<file path="src/rtl/hangman_pkg.sv">
// Shared types and helpers for the hangman game controller.
package hangman_pkg;

  typedef enum logic [2:0] {SETUP, READY, SEND, PLAY, WIN, LOSE} state_t;

  localparam logic [7:0] ASCII_A = 8'h41;
  localparam logic [7:0] ASCII_Z = 8'h5A;

  function automatic logic is_letter(input logic [7:0] c);
    return (c >= ASCII_A) && (c <= ASCII_Z);
  endfunction

endpackage

</file>
<file path="src/rtl/hangman_game_ctrl_if.sv">
// Radio TX handshake between the game controller and the wireless transmitter.
interface hangman_game_ctrl_if;
  logic       tx_valid;
  logic       tx_ready;
  logic [7:0] tx_data;
  logic       msg_sent;

  modport master (output tx_valid, output tx_data, output msg_sent, input tx_ready);
  modport slave  (input tx_valid, input tx_data, input msg_sent, output tx_ready);
endinterface

</file>
<file path="src/rtl/hangman_letter_match.sv">
// Compares one guess against every stored letter; hit when any position matches.
module hangman_letter_match #(
  parameter int WORD_LEN = 5
) (
  input  logic [8*WORD_LEN-1:0] i_word_flat,
  input  logic [7:0]            i_char,
  output logic [WORD_LEN-1:0]   o_match,
  output logic                  o_hit
);

  always_comb begin
    o_match = '0;
    for (int unsigned i = 0; i < WORD_LEN; i++) begin
      o_match[i] = (i_word_flat[8*i +: 8] == i_char);
    end
  end

  assign o_hit = |o_match;

endmodule

</file>
<file path="src/rtl/hangman_game_ctrl.sv">
// Hangman sequencer: word entry, radio transfer of the word, guess scoring, win/lose.
module hangman_game_ctrl
  import hangman_pkg::*;
#(
  parameter int WORD_LEN     = 5,
  parameter int MAX_MISTAKES = 6
) (
  input  logic                  clk,
  input  logic                  nRst,
  input  logic                  role_switch,
  input  logic                  host_strb,
  input  logic [7:0]            host_char,
  input  logic                  host_word_submit,
  input  logic                  player_strb,
  input  logic [7:0]            player_char,
  input  logic                  restart,
  hangman_game_ctrl_if.master   tx,
  output logic [8*WORD_LEN-1:0] word_flat,
  output logic [WORD_LEN-1:0]   reveal_mask,
  output logic [3:0]            mistakes,
  output state_t                state,
  output logic                  red,
  output logic                  green,
  output logic                  blue,
  output logic                  error
);

  localparam int             IW         = $clog2(WORD_LEN + 1);
  localparam logic [IW-1:0]  LAST_IDX   = IW'(WORD_LEN - 1);
  localparam logic [IW-1:0]  FULL_IDX   = IW'(WORD_LEN);
  localparam logic [3:0]     MISS_LIMIT = 4'(MAX_MISTAKES);

  state_t                r_state, w_nxt_state;
  logic [IW-1:0]         r_idx, w_nxt_idx;
  logic [7:0]            r_word [WORD_LEN];
  logic [7:0]            w_nxt_word [WORD_LEN];
  logic [WORD_LEN-1:0]   r_mask, w_nxt_mask;
  logic [3:0]            r_mistakes, w_nxt_mistakes;
  logic [25:0]           r_guessed, w_nxt_guessed;
  logic                  r_error, w_nxt_error;
  logic                  r_msg_sent, w_nxt_msg_sent;
  logic                  r_tx_valid, w_nxt_tx_valid;
  logic [7:0]            r_tx_data, w_nxt_tx_data;
  logic                  r_red, r_green, r_blue;

  logic                  w_host_strb, w_host_submit, w_player_strb;
  logic [7:0]            w_off;
  logic [25:0]           w_letter_bit;
  logic [WORD_LEN-1:0]   w_match;
  logic                  w_hit;

  assign w_host_strb   = host_strb & ~role_switch;
  assign w_host_submit = host_word_submit & ~role_switch;
  assign w_player_strb = player_strb & role_switch;
  assign w_off         = player_char - ASCII_A;
  assign w_letter_bit  = 26'(1) << w_off[4:0];

  always_comb begin
    word_flat = '0;
    for (int unsigned i = 0; i < WORD_LEN; i++) begin
      word_flat[8*i +: 8] = r_word[i];
    end
  end

  hangman_letter_match #(.WORD_LEN(WORD_LEN)) u_match (
    .i_word_flat (word_flat),
    .i_char      (player_char),
    .o_match     (w_match),
    .o_hit       (w_hit)
  );

  always_comb begin
    w_nxt_state    = r_state;
    w_nxt_idx      = r_idx;
    w_nxt_word     = r_word;
    w_nxt_mask     = r_mask;
    w_nxt_mistakes = r_mistakes;
    w_nxt_guessed  = r_guessed;
    w_nxt_error    = 1'b0;
    w_nxt_msg_sent = 1'b0;
    w_nxt_tx_valid = r_tx_valid;
    w_nxt_tx_data  = r_tx_data;

    if (restart) begin
      w_nxt_state    = SETUP;
      w_nxt_idx      = '0;
      w_nxt_mask     = '0;
      w_nxt_mistakes = '0;
      w_nxt_guessed  = '0;
      w_nxt_tx_valid = 1'b0;
      w_nxt_tx_data  = '0;
      for (int unsigned i = 0; i < WORD_LEN; i++) w_nxt_word[i] = '0;
    end else begin
      case (r_state)
        SETUP: begin
          if (w_host_strb) begin
            if (is_letter(host_char)) begin
              for (int unsigned i = 0; i < WORD_LEN; i++) begin
                if (r_idx == IW'(i)) w_nxt_word[i] = host_char;
              end
              w_nxt_idx = r_idx + IW'(1);
              if (w_nxt_idx == FULL_IDX) w_nxt_state = READY;
            end else begin
              w_nxt_error = 1'b1;
            end
          end else if (w_host_submit) begin
            w_nxt_error = 1'b1;
          end
        end
        READY: begin
          if (w_host_strb) begin
            w_nxt_error = 1'b1;
          end else if (w_host_submit) begin
            w_nxt_state    = SEND;
            w_nxt_idx      = '0;
            w_nxt_tx_valid = 1'b1;
            w_nxt_tx_data  = r_word[0];
          end
        end
        SEND: begin
          // tx_data is reloaded only on an accepted byte, so it holds through stalls
          if (r_tx_valid && tx.tx_ready) begin
            if (r_idx == LAST_IDX) begin
              w_nxt_state    = PLAY;
              w_nxt_idx      = '0;
              w_nxt_tx_valid = 1'b0;
              w_nxt_msg_sent = 1'b1;
              w_nxt_mask     = '0;
              w_nxt_mistakes = '0;
              w_nxt_guessed  = '0;
            end else begin
              w_nxt_idx = r_idx + IW'(1);
              for (int unsigned i = 0; i < WORD_LEN; i++) begin
                if (w_nxt_idx == IW'(i)) w_nxt_tx_data = r_word[i];
              end
            end
          end
        end
        PLAY: begin
          if (w_player_strb) begin
            if (!is_letter(player_char) || ((r_guessed & w_letter_bit) != '0)) begin
              w_nxt_error = 1'b1;
            end else begin
              w_nxt_guessed = r_guessed | w_letter_bit;
              if (w_hit) begin
                w_nxt_mask = r_mask | w_match;
                if (&w_nxt_mask) w_nxt_state = WIN;
              end else begin
                w_nxt_mistakes = r_mistakes + 4'd1;
                if (w_nxt_mistakes == MISS_LIMIT) w_nxt_state = LOSE;
              end
            end
          end
        end
        default: ;
      endcase
    end
  end

  always_ff @(posedge clk or negedge nRst) begin
    if (!nRst) begin
      r_state    <= SETUP;
      r_idx      <= '0;
      r_mask     <= '0;
      r_mistakes <= '0;
      r_guessed  <= '0;
      r_error    <= 1'b0;
      r_msg_sent <= 1'b0;
      r_tx_valid <= 1'b0;
      r_tx_data  <= '0;
      r_red      <= 1'b0;
      r_green    <= 1'b0;
      r_blue     <= 1'b0;
      for (int unsigned i = 0; i < WORD_LEN; i++) r_word[i] <= '0;
    end else begin
      r_state    <= w_nxt_state;
      r_idx      <= w_nxt_idx;
      r_word     <= w_nxt_word;
      r_mask     <= w_nxt_mask;
      r_mistakes <= w_nxt_mistakes;
      r_guessed  <= w_nxt_guessed;
      r_error    <= w_nxt_error;
      r_msg_sent <= w_nxt_msg_sent;
      r_tx_valid <= w_nxt_tx_valid;
      r_tx_data  <= w_nxt_tx_data;
      r_red      <= (w_nxt_state == LOSE);
      r_green    <= (w_nxt_state == WIN);
      r_blue     <= (w_nxt_state == PLAY);
    end
  end

  assign tx.tx_valid = r_tx_valid;
  assign tx.tx_data  = r_tx_data;
  assign tx.msg_sent = r_msg_sent;
  assign reveal_mask = r_mask;
  assign mistakes    = r_mistakes;
  assign state       = r_state;
  assign red         = r_red;
  assign green       = r_green;
  assign blue        = r_blue;
  assign error       = r_error;

endmodule

</file>
<file path="src/flat_wrapper.sv">
// flat-port wrapper written by rule: the top's interface ports become plain ports
module hangman_game_ctrl_flat import hangman_pkg::*;
#(
  parameter int WORD_LEN     = 5,
  parameter int MAX_MISTAKES = 6
)
  (clk, nRst, role_switch, host_strb, host_char, host_word_submit, player_strb, player_char, restart, word_flat, reveal_mask, mistakes, state, red, green, blue, error, tx_tx_valid, tx_tx_data, tx_msg_sent, tx_tx_ready);
  hangman_game_ctrl_if tx_i ();
  input  logic clk;
  input  logic nRst;
  input  logic role_switch;
  input  logic host_strb;
  input  logic [7:0] host_char;
  input  logic host_word_submit;
  input  logic player_strb;
  input  logic [7:0] player_char;
  input  logic restart;
  output logic [8*WORD_LEN-1:0] word_flat;
  output logic [WORD_LEN-1:0] reveal_mask;
  output logic [3:0] mistakes;
  output state_t state;
  output logic red;
  output logic green;
  output logic blue;
  output logic error;
  output wire logic [$bits(tx_i.tx_valid)-1:0] tx_tx_valid;
  output wire logic [$bits(tx_i.tx_data)-1:0] tx_tx_data;
  output wire logic [$bits(tx_i.msg_sent)-1:0] tx_msg_sent;
  input wire logic [$bits(tx_i.tx_ready)-1:0] tx_tx_ready;
  assign tx_tx_valid = tx_i.tx_valid;
  assign tx_tx_data = tx_i.tx_data;
  assign tx_msg_sent = tx_i.msg_sent;
  assign tx_i.tx_ready = tx_tx_ready;
  hangman_game_ctrl #(.WORD_LEN(WORD_LEN), .MAX_MISTAKES(MAX_MISTAKES)) u_core (.clk(clk), .nRst(nRst), .role_switch(role_switch), .host_strb(host_strb), .host_char(host_char), .host_word_submit(host_word_submit), .player_strb(player_strb), .player_char(player_char), .restart(restart), .tx(tx_i), .word_flat(word_flat), .reveal_mask(reveal_mask), .mistakes(mistakes), .state(state), .red(red), .green(green), .blue(blue), .error(error));
endmodule
</file>
<file path="config.mk">
export PLATFORM = sky130hd
export DESIGN_NAME = hangman_game_ctrl_flat
export DESIGN_NICKNAME = d
export VERILOG_FILES = /design/src/rtl/hangman_pkg.sv /design/src/rtl/hangman_game_ctrl_if.sv /design/src/rtl/hangman_letter_match.sv /design/src/rtl/hangman_game_ctrl.sv /design/src/flat_wrapper.sv
export SDC_FILE = /design/constraint.sdc
export NUM_CORES = 1
export LEC_CHECK = 0
export ABC_AREA = 1
export BUFFER_PORTS_ARGS = -buffer_cell sky130_fd_sc_hd__clkbuf_2
export CAP_MARGIN = 20
export CELL_PAD_IN_SITES_DETAIL_PLACEMENT = 0
export CELL_PAD_IN_SITES_GLOBAL_PLACEMENT = 1
export CORE_MARGIN = 1
export CORE_UTILIZATION = 42
export DETAILED_ROUTE_END_ITERATION = 10
export MAX_ROUTING_LAYER = met4
export PLACE_DENSITY_LB_ADDON = 0.1
export SKIP_LAST_GASP = 1
export SLEW_MARGIN = 15
export SYNTH_ARGS = -nofsm -noshare
export SYNTH_HDL_FRONTEND = slang
export SYNTH_HIERARCHICAL = 1
export SYNTH_SLANG_ARGS = --single-unit
</file>
<file path="constraint.sdc">
create_clock -name clk -period 2.67 [get_ports clk]
set_clock_uncertainty 0.2 [all_clocks]
set_input_delay 0.267 -clock clk [delete_from_list [all_inputs] [get_ports clk]]
set_output_delay 0.267 -clock clk [all_outputs]
set_load 0.01 [all_outputs]
</file>
==> results_dict.tcl <==
set metrics [dict create \
    status "completed" \
    cp-end-kind "flip-flop" \
    finalSetupViolCount 0 \
    num-nets-final 942 \
    cts_inserted_buffers 9 \
    io_pins 90 \
    htree_levels 3 \
    yosys.area.top_type_share_pct 39.8 \
    wl_met1_um 8090 \
    ir_worst_vdd_v 0.000374 \
    postSynthCellCount 799 \
    grt_pass1_vias 5270 \
    syn_area_um2 5970 \
    met3WireLength_um 801 \
    post_drt_wl_per_cell_um 16.1 \
    die_area_um2 14700 \
    die_y_um 121 \
    highest_layer "met4" \
    worstSetupPathType "flip-flop to flip-flop" \
    p_per_area_nw_per_um2 511 \
    grt_pass1_wl_um 27800 \
    clk_pin_slew_ps 70 \
    root_buffer "clkbuf_16" \
    worstPathMaxFanout 7 \
    dpl_cell_area_um2 6680 \
    cts.sink_count 95 \
    final_cell_count_no_fill 1092 \
    gp_congestion 0.903 \
    antenna_found_initial 0 \
    dr.pass1.iters 5 \
    wl_um 17500 \
    hpwl_um 13300 \
    ys_ff_latch 95 \
    worstMarginPinSlew_ps 653 \
    cts_buffer_depth 2 \
    ant_nets 0 \
    drv_slew 0 \
    syn_nets 834 \
    drtIter0Drc 423 \
    ys.flop_type "dfrtp_1" \
    rows 43 \
    min_period_ps 2550 \
    slew_headroom_pct 56.5 \
    fin_crit_sh_pct 95.7 \
    via_count 5627 \
    fillers 1379 \
    start_kind "flip-flop" \
    core_um2 13900 \
    synth.avg_cell_area_um2 7.48 \
    cap_violations 0 \
    yosysTopAreaCell "dfrtp_1" \
    drive_gt1_share_pct 21.9 \
    chipWidth_um 121 \
    insertion_delay_ps 350 \
    track_usage_pct 25.7 \
    io_buffers 89 \
    area_growth_syn_to_layout_pct 18.7 \
    arrival_ps 2580 \
    leakagePower_uw 0.00350 \
    n_antenna_cell 0 \
    ys_types 40 \
    hold_class "input pin to flip-flop" \
    seq_area_um2 2380 \
    fmax_ghz 0.392 \
    synth_area_leaders "dfrtp_1, nand2_1, o21ai_0" \
    rsz0062_at_grt "no" \
    fin_area_um2 7090 \
    route.met2.wl_um 8260 \
    yosysWarnings 6 \
    r2r_slack_ps 120 \
    remaining_drc_errors 0 \
    via_per_inst 5.15 \
    synth_edf_count 0 \
    required_ps 2690 \
    hold_viol 0 \
    multiInputGateArea_um2 3030 \
    floorplan.initialDensity_pct 43.0 \
    dp_cells 1067 \
    ys_async_sr_fraction_pct 100 \
    grt-ovfl-total 0 \
    cts_tree "yes" \
    grt_max_degree 51 \
    synth_seq_area_share_pct 39.8 \
]
[stage by stage]
stage | setup TNS, ps | worst slack (ps) | power (uW) | util (%) | hold slack (ps)
2_1_floorplan | 0 | 286 | 2020 | - | -229
3_5_place_dp | -311 | -74.5 | 2270 | 48.1 | 140
3_3_place_gp | -191 | -82.9 | 2260 | 48.1 | 135
6_report | 0 | 116 | 3620 | 51.1 | 64.1
4_1_cts | 0 | 83.8 | 3630 | 50.4 | 52.8
5_1_grt | 0 | 2.17 | 3810 | 51.1 | 91.2
[report_power, final]
part / leakage [uW] / total (uW) / switching [uW] / internal (uW)
clock network: 0.000139 / 1350 / 613 / 735
logic: 0.00208 / 720 / 460 / 261
registers: 0.00128 / 1560 / 64.8 / 1490
total: 0.00350 / 3620 / 1140 / 2490
[layout make-up]
class                   count  area share (%)
multi-input cells         581            42.7
flip-flops and latches     95            33.6
repair buffers            129            11.3
inverters                  90            4.82
clock buffers               9            3.18
well taps                 180            3.18
clock inverters             7            1.11
repair inverters            1           0.106
[per-layer routing]
layer | GRT usage, % | up-vias
met5 | - | -
met4 | 7.95 | 0
met3 | 5.22 | 26
met2 | 40.3 | 151
met1 | 33.5 | 2661
li1 | - | 2789
[synthesized netlist by cell type, types with 2 or more instances]
cell	instances
nor2_1	93
buf_2	2
a21oi_1	20
o22ai_1	3
nor2_2	7
ha_1	11
o21ai_1	20
dfrtp_1	95
a31oi_1	2
buf_6	17
xnor2_1	9
nand2_4	3
or2_2	6
o21ai_2	14
xor2_1	25
nand3b_1	3
inv_1	86
nand3_1	13
o211ai_1	18
nand2_2	7
nor3_1	7
nor2_4	2
inv_2	3
clkbuf_1	13
o21ai_0	85
nand2_1	199
nand4_1	23
[final timing paths]
check,from,end,depth (start not counted)
min reg2reg,u_core/r_guessed[5],u_core/r_guessed[5],2
max in group asynchronous,nRst,u_core/word_flat[24],3
max reg2reg,u_core/r_idx[0],u_core/tx.tx_data[2],10
min in group asynchronous,nRst,u_core/r_guessed[10],2
max,u_core/r_idx[0],u_core/tx.tx_data[2],10
min,tx_tx_ready,u_core/tx.msg_sent,5
[cells by family (layout without fill, tap and decap cells)]
kind of cell / after synthesis / in the layout / share of synthesized area, %
AND/OR/NAND/NOR: 368 / 368 / 26.7
buffers and inverters: 123 / 236 / 9.91
adder cells (fa/ha/maj): 11 / 11 / 2.30
XOR/XNOR: 34 / 34 / 4.99
AO/OA/AOI/OAI: 168 / 168 / 16.3
flip-flops: 95 / 95 / 39.8
[state kept, by name (all words and copies together), names as in the netlist]
| signal | cells |
|---|---|
| u_core/tx.tx_data | 8 |
| u_core/error | 1 |
| u_core/mistakes | 4 |
| u_core/blue | 1 |
| u_core/word_flat | 40 |
| u_core/r_idx | 3 |
| u_core/r_guessed | 26 |
| u_core/red | 1 |
| u_core/tx.msg_sent | 1 |
| u_core/reveal_mask | 5 |
| u_core/state | 3 |
| u_core/green | 1 |
| u_core/tx.tx_valid | 1 |
[critical path, stage by stage, from the launching register on]
cell and delay, ps:
dfrtp_1 420, ha_1 210, ha_1 360, nand2_2 200, clkinvlp_4 230, nand2_1 130, o211ai_1 80, o21ai_0 80
a21oi_1 80, o21ai_0 300, o21ai_0 120
[timing repair]
action / CTS / global route
hold buffers: 1 / 0
setup endpoints to repair: 0 / 11
endpoints found under the hold margin: 45 / 0
resized for setup: 0 / 15
setup buffers: 0 / 7
[layout by cell type (no fill, tap or decap), drive strengths merged, types with 9 or more instances in the layout]
master / n
nand2: 209
o21ai: 119
nor2: 103
clkbuf: 97
dfrtp: 95
inv: 90
buf: 40
xor2: 25
nand4: 23
a21oi: 20
o211ai: 18
nand3: 14
ha: 11
xnor2: 9
No activity file was read; power rests on OpenSTA's default activity.
